File: config.mk
export PLATFORM = sky130hd
export DESIGN_NAME = calc_key_entry
export DESIGN_NICKNAME = d
export VERILOG_FILES = /design/src/rtl/calc_key_entry.sv
export SDC_FILE = /design/constraint.sdc
export NUM_CORES = 1
export LEC_CHECK = 0
export BUFFER_PORTS_ARGS = -buffer_cell sky130_fd_sc_hd__buf_2
export CAP_MARGIN = 20
export CORE_ASPECT_RATIO = 0.6
export CORE_UTILIZATION = 35
export CTS_CLUSTER_SIZE = 40
export DETAILED_ROUTE_END_ITERATION = 12
export PLACE_DENSITY = 0.59
export SLEW_MARGIN = 20
export SYNTH_ARGS = -nofsm -noshare
export SYNTH_HDL_FRONTEND = slang
export SYNTH_SLANG_ARGS = --single-unit
File: constraint.sdc
create_clock -name clk -period 4.25 [get_ports clk]
set_input_delay 0.85 -clock clk [delete_from_list [all_inputs] [get_ports clk]]
set_output_delay 0.85 -clock clk [all_outputs]
set_load 0.005 [all_outputs]
File: src/rtl/calc_key_entry.sv
// Calculator key entry: debounces the hit-test key code into single press events
// and assembles an "A op B" request for the calculator core over valid/ready.
module calc_key_entry #(
    parameter int STABLE_CYCLES = 4,
    parameter int MAX_DIGITS    = 4
) (
    input  logic                    clk,
    input  logic                    reset,
    input  logic [4:0]              code,
    input  logic                    req_ready,
    output logic                    req_valid,
    output logic [4*MAX_DIGITS-1:0] operand_a,
    output logic [4*MAX_DIGITS-1:0] operand_b,
    output logic [1:0]              op_code,
    output logic                    key_event,
    output logic [4:0]              key_value,
    output logic [1:0]              entry_phase
);

    localparam int OW = 4 * MAX_DIGITS;
    localparam int CW = $clog2(STABLE_CYCLES + 1);
    localparam int DW = $clog2(MAX_DIGITS + 1);

    typedef enum logic {
        DB_ARMED    = 1'b0,
        DB_WAIT_REL = 1'b1
    } db_state_t;

    typedef enum logic [1:0] {
        PH_ENTER_A = 2'b00,
        PH_ENTER_B = 2'b01,
        PH_ISSUE   = 2'b10,
        PH_DONE    = 2'b11
    } phase_t;

    typedef enum logic [2:0] {
        K_NONE  = 3'd0,
        K_DIGIT = 3'd1,
        K_OP    = 3'd2,
        K_EQ    = 3'd3,
        K_CLR   = 3'd4,
        K_BS    = 3'd5
    } key_kind_t;

    function automatic logic [OW-1:0] bcd_append(input logic [OW-1:0] v, input logic [3:0] d);
        return {v[OW-5:0], d};
    endfunction

    function automatic logic [OW-1:0] bcd_drop(input logic [OW-1:0] v);
        return {4'b0000, v[OW-1:4]};
    endfunction

    db_state_t       db_state_r;
    logic [CW-1:0]   match_cnt_r;
    logic [4:0]      last_code_r;
    logic            key_event_r;
    logic [4:0]      key_value_r;

    phase_t          phase_r;
    logic [OW-1:0]   a_r;
    logic [OW-1:0]   b_r;
    logic [DW-1:0]   cnt_a_r;
    logic [DW-1:0]   cnt_b_r;
    logic [1:0]      op_r;
    logic            req_valid_r;

    logic            idle_s;
    logic [CW-1:0]   run_len_s;
    logic [CW-1:0]   idle_len_s;
    key_kind_t       kind_s;
    logic [3:0]      digit_s;
    logic [1:0]      op_sel_s;

    // Sample classification and run-length arithmetic for the debouncer
    always_comb begin
        idle_s     = (code >= 5'd18);
        idle_len_s = match_cnt_r + {{(CW-1){1'b0}}, 1'b1};
        if ((match_cnt_r != {CW{1'b0}}) && (code == last_code_r)) begin
            run_len_s = match_cnt_r + {{(CW-1){1'b0}}, 1'b1};
        end else begin
            run_len_s = {{(CW-1){1'b0}}, 1'b1};
        end
    end

    // Debouncer: one event per stable press, re-armed only after a stable release
    always_ff @(posedge clk) begin
        if (reset) begin
            db_state_r  <= DB_ARMED;
            match_cnt_r <= {CW{1'b0}};
            last_code_r <= 5'd0;
            key_event_r <= 1'b0;
            key_value_r <= 5'd0;
        end else begin
            key_event_r <= 1'b0;
            case (db_state_r)
                DB_ARMED: begin
                    if (idle_s) begin
                        match_cnt_r <= {CW{1'b0}};
                    end else if (run_len_s == CW'(STABLE_CYCLES)) begin
                        key_event_r <= 1'b1;
                        key_value_r <= code;
                        match_cnt_r <= {CW{1'b0}};
                        db_state_r  <= DB_WAIT_REL;
                    end else begin
                        match_cnt_r <= run_len_s;
                        last_code_r <= code;
                    end
                end
                DB_WAIT_REL: begin
                    if (!idle_s) begin
                        match_cnt_r <= {CW{1'b0}};
                    end else if (idle_len_s == CW'(STABLE_CYCLES)) begin
                        match_cnt_r <= {CW{1'b0}};
                        db_state_r  <= DB_ARMED;
                    end else begin
                        match_cnt_r <= idle_len_s;
                    end
                end
                default: begin
                    match_cnt_r <= {CW{1'b0}};
                    db_state_r  <= DB_ARMED;
                end
            endcase
        end
    end

    // Classify the accepted key; operator codes 10..13 map onto op 00..11
    always_comb begin
        digit_s  = key_value_r[3:0];
        op_sel_s = key_value_r[1:0] + 2'b10;
        if (key_value_r <= 5'd9) begin
            kind_s = K_DIGIT;
        end else if (key_value_r <= 5'd13) begin
            kind_s = K_OP;
        end else if (key_value_r == 5'd14) begin
            kind_s = K_EQ;
        end else if (key_value_r == 5'd15) begin
            kind_s = K_CLR;
        end else if (key_value_r == 5'd16) begin
            kind_s = K_BS;
        end else begin
            kind_s = K_NONE;
        end
    end

    // Operand/operator entry FSM, driven by the registered key event
    always_ff @(posedge clk) begin
        if (reset) begin
            phase_r     <= PH_ENTER_A;
            a_r         <= {OW{1'b0}};
            b_r         <= {OW{1'b0}};
            cnt_a_r     <= {DW{1'b0}};
            cnt_b_r     <= {DW{1'b0}};
            op_r        <= 2'b00;
            req_valid_r <= 1'b0;
        end else begin
            case (phase_r)
                PH_ENTER_A: begin
                    if (key_event_r) begin
                        case (kind_s)
                            K_DIGIT: begin
                                if (cnt_a_r != DW'(MAX_DIGITS)) begin
                                    a_r     <= bcd_append(a_r, digit_s);
                                    cnt_a_r <= cnt_a_r + {{(DW-1){1'b0}}, 1'b1};
                                end
                            end
                            K_BS: begin
                                if (cnt_a_r != {DW{1'b0}}) begin
                                    a_r     <= bcd_drop(a_r);
                                    cnt_a_r <= cnt_a_r - {{(DW-1){1'b0}}, 1'b1};
                                end
                            end
                            K_OP: begin
                                if (cnt_a_r != {DW{1'b0}}) begin
                                    op_r    <= op_sel_s;
                                    phase_r <= PH_ENTER_B;
                                end
                            end
                            K_CLR: begin
                                a_r     <= {OW{1'b0}};
                                b_r     <= {OW{1'b0}};
                                cnt_a_r <= {DW{1'b0}};
                                cnt_b_r <= {DW{1'b0}};
                                op_r    <= 2'b00;
                            end
                            default: begin
                            end
                        endcase
                    end
                end
                PH_ENTER_B: begin
                    if (key_event_r) begin
                        case (kind_s)
                            K_DIGIT: begin
                                if (cnt_b_r != DW'(MAX_DIGITS)) begin
                                    b_r     <= bcd_append(b_r, digit_s);
                                    cnt_b_r <= cnt_b_r + {{(DW-1){1'b0}}, 1'b1};
                                end
                            end
                            K_BS: begin
                                // Backspacing past an empty B retracts the operator
                                if (cnt_b_r != {DW{1'b0}}) begin
                                    b_r     <= bcd_drop(b_r);
                                    cnt_b_r <= cnt_b_r - {{(DW-1){1'b0}}, 1'b1};
                                end else begin
                                    op_r    <= 2'b00;
                                    phase_r <= PH_ENTER_A;
                                end
                            end
                            K_OP: begin
                                if (cnt_b_r == {DW{1'b0}}) begin
                                    op_r <= op_sel_s;
                                end
                            end
                            K_EQ: begin
                                if (cnt_b_r != {DW{1'b0}}) begin
                                    req_valid_r <= 1'b1;
                                    phase_r     <= PH_ISSUE;
                                end
                            end
                            K_CLR: begin
                                a_r     <= {OW{1'b0}};
                                b_r     <= {OW{1'b0}};
                                cnt_a_r <= {DW{1'b0}};
                                cnt_b_r <= {DW{1'b0}};
                                op_r    <= 2'b00;
                                phase_r <= PH_ENTER_A;
                            end
                            default: begin
                            end
                        endcase
                    end
                end
                PH_ISSUE: begin
                    if (req_valid_r && req_ready) begin
                        req_valid_r <= 1'b0;
                        phase_r     <= PH_DONE;
                    end
                end
                PH_DONE: begin
                    if (key_event_r) begin
                        case (kind_s)
                            K_DIGIT: begin
                                a_r     <= {{(OW-4){1'b0}}, digit_s};
                                cnt_a_r <= {{(DW-1){1'b0}}, 1'b1};
                                b_r     <= {OW{1'b0}};
                                cnt_b_r <= {DW{1'b0}};
                                op_r    <= 2'b00;
                                phase_r <= PH_ENTER_A;
                            end
                            K_CLR: begin
                                a_r     <= {OW{1'b0}};
                                b_r     <= {OW{1'b0}};
                                cnt_a_r <= {DW{1'b0}};
                                cnt_b_r <= {DW{1'b0}};
                                op_r    <= 2'b00;
                                phase_r <= PH_ENTER_A;
                            end
                            default: begin
                            end
                        endcase
                    end
                end
                default: begin
                    phase_r     <= PH_ENTER_A;
                    req_valid_r <= 1'b0;
                end
            endcase
        end
    end

    assign req_valid   = req_valid_r;
    assign operand_a   = a_r;
    assign operand_b   = b_r;
    assign op_code     = op_r;
    assign key_event   = key_event_r;
    assign key_value   = key_value_r;
    assign entry_phase = phase_r;

endmodule

==> key figures, run 1 <==
Status
  – Status: completed

Global routing
  – Pin count of the biggest net entering global routing: 40
  – Total gr overflow: 0
  – Vias in the first global route: 3230
  – Global Route Usage Sum: 21.57%
  – First-pass GRT wire length: 17.18 mm
  – Initial antenna violation count: 0

CTS
  – CTS tree: done
  – Total CTS buffers: 9
  – Root Driver: clkbuf_16
  – Reg clk slew, reported paths: 50 ps
  – Worst-Skew Late Latency: 330 ps
  – H-Tree Depth: 3
  – Hold_buf cts: 0
  – Resized Gates After CTS: 0
  – CTS Sinks: 58
  – Clk buf depth: 2
  – Setup bufs post-CTS: 0

Synthesis
  – Distinct cell type count after synthesis: 57
  – Top_reg_cell synth: dfxtp_1
  – Post-synthesis cell count: 425
  – Share of synthesized registers carrying an async set or reset: 0%
  – Yosys top cell area share: 33.59%
  – Most common cell in the netlist: dfxtp_1
  – Most frequent cells after synthesis: dfxtp_1 (58), a21oi_1 (56), nand4_1 (31)
  – Avg Cell Area, Syn: 8.134 um^2
  – #FFs+latches synth: 58
  – Syn Nets: 438
  – Cell Area, Synth: 0.003457 mm^2
  – Post-synth EDFFs: 0
  – Synth area leader: dfxtp_1
  – Synth area leaders: dfxtp_1 (34%), a21oi_1 (8.1%), nand4_1 (5.6%), o31ai_1 (4.1%), o21ai_0 (3.9%)
  – Total of warnings raised by yosys: 0
  – Register area share after synthesis: 33.59%

Floorplanning
  – Die area: 0.01029 mm^2
  – Cell Rows: 27
  – I/O Pins: 51
  – Core area: 0.009392 mm^2
  – Die extent in y: 78.99 um
  – Die Wd: 130.3 um
  – Starting Density: 36.81%

Worst setup path
  – CP Cell Sequence: nand4b_1 > o21ai_0 > nor2_1 > a2111oi_2 > mux2_2
  – Slowest cell on crit path: nand4b_1
  – CP max stage delay: 620 ps
  – Crit path max fanout: 16
  – Worst Path Required: 4470 ps
  – Critical path class: reg2reg
  – Worst r2r path cells: 5
  – Arrival time worst endpoint: 3120 ps
  – Worst Setup Start Kind: flop
  – Crit path capture type: flop

Route
  – Post-Route WL: 10.52 mm
  – Routed Antenna Nets: 0
  – DRC: 0
  – DRT iter0 DRCs: 341
  – Wirelength per Cell: 17.89 um
  – First-pass detailed-route iteration total: 5
  – Wire length on met2: 4.219 mm
  – Max Used Layer: met4
  – Via/cell ratio: 6.107
  – Vias: 3591
  – Length of routed met3 wiring: 945 um
  – M1 WL: 5.257 mm

Timing
  – RSZ-0062 raised after global routing: false
  – Fmax: 344.0 MHz
  – Setup_tns: 0 ps
  – Hold_ws: 493.8 ps
  – Relative slew slack: 29.56%
  – Worst-margin pin slew: 1052 ps
  – Final worst path period need: 2907 ps
  – Final period utilization: 68.40%
  – Final hold viol count: 0
  – Final setup violation count: 0
  – Clock skew: 5.074 ps
  – Max Slew Vio Count: 0

Finish
  – Net count, final: 466
  – Number of fill cells: 991
  – Area growth, synth to finish: 17.63%
  – Diodes inserted: 0
  – Layout cells sized above 1: 18.56%
  – Multi-input gate area: 0.002088 mm^2
  – Register area: 0.001161 mm^2

Hold path
  – Worst hold path depth: 2
  – Worst hold path class: reg2reg

Flow run
  – MaxCap Viol Count: 0

Pwr
  – LEAKAGE: 1.528 nW
  – Peak supply drop: 0.1862 mV
  – PD cells: 331.0 mW/mm^2

Place
  – Buffers on Ports: 50
  – Routability cong.: 0.9184
  – Post-DP HPWL: 7.281 mm
==> report_power, final <==
group | internal, mW | switching [mW]
clock network | 0.517 | 0.238
logic | 0.0130 | 0.0259
registers | 0.549 | 0.00286
total | 1.08 | 0.267
==> final cells by class <==
class / instances / share of cell area (%)
clock buffer: 15 / 7.077
sequential: 58 / 28.55
clock inverter: 1 / 0.7385
tap: 130 / 4.000
inverter: 7 / 0.6462
multi-input combinational: 319 / 51.35
timing repair buffer: 58 / 7.631
==> worst max-delay path, delay by kind of cell (launching register included) <==
family	cells	cell delay, ps
AO/OA/AOI/OAI	2	970
AND/OR/NAND/NOR	2	840
flip-flops	1	610
multiplexers	1	380
==> per-layer routing <==
layer / vias up / GRT usage [%]
met1: 1703 / 32.66
met4: 0 / 4.884
met3: 12 / 6.469
met5: - / 0
li1: 1707 / -
met2: 169 / 29.04
==> logic make-up (layout without fill, tap and decap cells) <==
logic type	after synthesis	count (layout)	synth area share, %
AO/OA/AOI/OAI	155	155	29.68
XOR/XNOR	9	9	2.280
adder cells (fa/ha/maj)	5	5	1.810
buffers and inverters	48	81	6.298
flip-flops	58	58	33.59
multiplexers	12	12	3.547
AND/OR/NAND/NOR	138	138	22.80
==> registers in the layout, indices dropped and copies added, names as in the netlist, named ones only <==
signal,count
cnt_a_r,3
cnt_b_r,3
db_state_r,1
entry_phase,1
key_event,1
key_value,5
last_code_r,5
match_cnt_r,3
op_code,2
operand_a,16
operand_b,16
req_valid,1
==> cells in the final DEF, fill, tap and decap left out, types with 4 or more instances in the layout <==
| master | netlist | final |
|---|---|---|
| dfxtp_1 | 58 | 58 |
| a21oi_1 | 56 | 56 |
| buf_2 | 9 | 50 |
| nand4_1 | 31 | 31 |
| o21ai_0 | 27 | 27 |
| nor2_1 | 23 | 23 |
| nand3_1 | 20 | 20 |
| o31ai_1 | 19 | 19 |
| nand2_1 | 12 | 12 |
| or4_1 | 11 | 11 |
| nor3_1 | 11 | 11 |
| mux2i_1 | 10 | 10 |
| o221ai_1 | 9 | 9 |
| clkbuf_16 | 0 | 9 |
| a22o_1 | 8 | 8 |
| buf_4 | 3 | 8 |
| inv_1 | 7 | 7 |
| nand2b_1 | 7 | 7 |
| nor2b_1 | 6 | 6 |
| xor2_1 | 5 | 5 |
| ha_1 | 5 | 5 |
| xnor2_1 | 4 | 4 |
| a22oi_1 | 4 | 4 |
| clkbuf_8 | 0 | 4 |
==> through the flow <==
| stage | utilization [%] | total power [mW] | cells | setup slack [ps] | instance area [um^2] |
|---|---|---|---|---|---|
| after floorplan | - | 0.5866 | 425 | 1686 | 3457 |
| after global placement | 39.81 | 0.5992 | 572 | 1543 | 3739 |
| after detailed placement | 39.81 | 0.6009 | 572 | 1433 | 3739 |
| after CTS | 43.19 | 1.361 | 588 | 1392 | 4056 |
| after global routing | 43.30 | 1.388 | 588 | 1072 | 4066 |
| final | 43.30 | 1.346 | 588 | 1343 | 4066 |
==> path summary, 6_finish.rpt <==
kind / from / end / slack (ps)
setup / recovery: key_value[1] / op_code[1] / 1340
hold / removal: operand_b[3] / operand_b[3] / 490
setup reg to reg: key_value[1] / op_code[1] / 1340
hold reg to reg: operand_b[3] / operand_b[3] / 490
Power figures use the tool's default switching activity.
==> run 2: changes to the inputs <==
==> constraint.sdc (replaced) <==
create_clock -name clk -period 3 [get_ports clk]
set_input_delay 0.6 -clock clk [delete_from_list [all_inputs] [get_ports clk]]
set_output_delay 0.6 -clock clk [all_outputs]
set_load 0.005 [all_outputs]
==> run 2 against run 1 <==
  * Largest cell class unchanged
  * Clock skew increased by 2.4 ps
  * Critical path depth unchanged
  * Combinational power up 42%
==> key figures, run 2 (same netlist as run 1, synthesis figures left out) <==
Route
  – First-pass detailed-route iteration total: 5 (unchanged)
  – Routed Antenna Nets: 0 (unchanged)
  – Post-Route WL: 10.79 mm (was 10.52 mm)
  – Via/cell ratio: 6.145 (was 6.107)
  – Wirelength per Cell: 18.04 um (was 17.89 um)
  – Vias: 3675 (was 3591)
  – DRC: 0 (unchanged)
  – DRT iter0 DRCs: 403 (was 341)

Hold path
  – Worst hold path class: reg2reg (unchanged)
  – Worst Hold Path EP: operand_b[15] (was operand_b[3])
  – Hold Crit Start: operand_b[15] (was operand_b[3])
  – Worst hold path depth: 2 (unchanged)

Finish
  – Number of fill cells: 963 (was 991)
  – Diodes inserted: 0 (unchanged)
  – Area growth, synth to finish: 19.54% (was 17.63%)
  – Fin util: 44.00% (was 43.30%)
  – Commonest non-fill, non-tap cell in the layout: dfxtp_1 (unchanged)
  – Register area: 0.001161 mm^2 (unchanged)
  – Layout cells sized above 1: 20.30% (was 18.56%)
  – Commonest cells after routing, fill and taps aside: dfxtp_1 (58), a21oi_1 (56), buf_2 (50) (unchanged)
  – Multi-input gate area: 0.002085 mm^2 (was 0.002088 mm^2)
  – Net count, final: 477 (was 466)

CTS
  – Setup bufs post-CTS: 0 (unchanged)
  – CTS Sinks: 58 (unchanged)
  – Clk buf depth: 2 (unchanged)
  – CTS tree: done (unchanged)
  – Hold_buf cts: 0 (unchanged)
  – Worst-Skew Late Latency: 330 ps (about the same)
  – Resized Gates After CTS: 0 (unchanged)
  – H-Tree Depth: 3 (unchanged)
  – Reg clk slew, reported paths: 50 ps (about the same)
  – Total CTS buffers: 9 (unchanged)
  – Root Driver: clkbuf_16 (unchanged)

Timing
  – Clock skew: 7.467 ps (was 5.074 ps)
  – Fmax: 384.2 MHz (was 344.0 MHz)
  – Worst-margin pin slew: 852.0 ps (was 1052 ps)
  – Final hold viol count: 0 (unchanged)
  – Relative slew slack: 43.20% (was 29.56%)
  – Final worst path period need: 2603 ps (was 2907 ps)
  – Setup_tns: 0 ps (unchanged)
  – Final setup violation count: 0 (unchanged)
  – Max Slew Vio Count: 0 (unchanged)
  – RSZ-0062 raised after global routing: false (unchanged)
  – Final period utilization: 86.75% (was 68.40%)

Place
  – Routability cong.: 0.8773 (was 0.9184)
  – Buffers on Ports: 50 (unchanged)
  – Post-DP HPWL: 7.385 mm (was 7.281 mm)

Floorplanning
  – Cell Rows: 27 (unchanged)
  – Die area: 0.01029 mm^2 (unchanged)
  – Die extent in y: 78.99 um (unchanged)
  – Starting Density: 36.81% (unchanged)
  – Core area: 0.009392 mm^2 (unchanged)
  – I/O Pins: 51 (unchanged)
  – Die Wd: 130.3 um (unchanged)

Worst setup path
  – Crit path max fanout: 15 (was 16)
  – CP Launch Point: key_value[0] (was key_value[1])
  – Arrival time worst endpoint: 2820 ps (was 3120 ps)
  – Worst Path Required: 3220 ps (was 4470 ps)
  – Worst Setup Start Kind: flop (unchanged)
  – Worst r2r path cells: 5 (unchanged)
  – Crit path capture type: flop (unchanged)
  – Critical path class: reg2reg (unchanged)
  – Reg-to-Reg End: op_code[1] (unchanged)
  – FF-to-FF Start: key_value[0] (was key_value[1])
  – Worst reg2reg setup slack: 400 ps (was 1340 ps)

Status
  – Status: completed (unchanged)

Global routing
  – Pin count of the biggest net entering global routing: 43 (was 40)
  – Total gr overflow: 0 (unchanged)
  – Global Route Usage Sum: 22.24% (was 21.57%)
  – Vias in the first global route: 3264 (was 3230)
  – Initial antenna violation count: 0 (unchanged)
  – First-pass GRT wire length: 17.50 mm (was 17.18 mm)

Pwr
  – Peak supply drop: 0.2481 mV (was 0.1862 mV)
  – LEAKAGE: 1.574 nW (was 1.528 nW)
  – PD cells: 457.1 mW/mm^2 (was 331.0 mW/mm^2)

Flow run
  – MaxCap Viol Count: 0 (unchanged)
## run 2: changes by cell type in the layout (fill, tap and decap cells not counted)
cell      previous run  this run
clkbuf_8             4         3
clkbuf_1             2         1
o21ai_2              1         0
clkinv_2             0         1
o21ai_1              0         1
buf_4                8        19
## run 2: area by class of cell
| type | count | area share (%) |
|---|---|---|
| Multi-Input combinational cell | 319 | 50.44 |
| Sequential cell | 58 | 28.10 |
| Timing Repair Buffer | 69 | 9.507 |
| Clock buffer | 13 | 6.540 |
| Tap cell | 130 | 3.936 |
| Clock inverter | 2 | 0.8477 |
| Inverter | 7 | 0.6358 |
## run 2: worst max path at each step
stage / to / cells past startpoint
after global placement: operand_a[14] / 5
final: op_code[1] / 5
after detailed placement: operand_a[14] / 5
after global routing: op_code[1] / 5
after CTS: operand_a[14] / 5
after floorplan: cnt_a_r[2] / 9
## run 2: stage by stage
stage	std cells	power [mW]	area (um^2)	hold slack (ps)	setup WS (ps)
floorplan	425	0.8310	3457	470.7	436.3
global placement	583	0.8495	3821	475.2	482.1
detailed placement	583	0.8514	3827	478.9	463.4
CTS	598	1.908	4133	485.9	432.3
global route	598	1.947	4133	521.7	200.0
finish	598	1.889	4133	484.2	397.4
## run 2: critical path, stage by stage (launching register included)
cell	delay, ps
dfxtp_1	640
nand3_1	310
a21oi_1	480
o221ai_1	300
a2111oi_2	380
mux2_2	380
## run 2: layer usage
metal / vias up / share of wire (%) / global-route usage (%)
li1: 1716 / - / -
met4: 0 / 1.0 / 6.744
met5: - / 0 / 0
met1: 1760 / 48 / 32.25
met3: 10 / 10 / 7.278
met2: 189 / 41 / 30.53
## run 2: report_power, final
part / internal [mW] / switching, mW / total (mW)
clock: 0.703 / 0.349 / 1.05
combinational: 0.0184 / 0.0368 / 0.0552
sequential: 0.777 / 0.00407 / 0.781
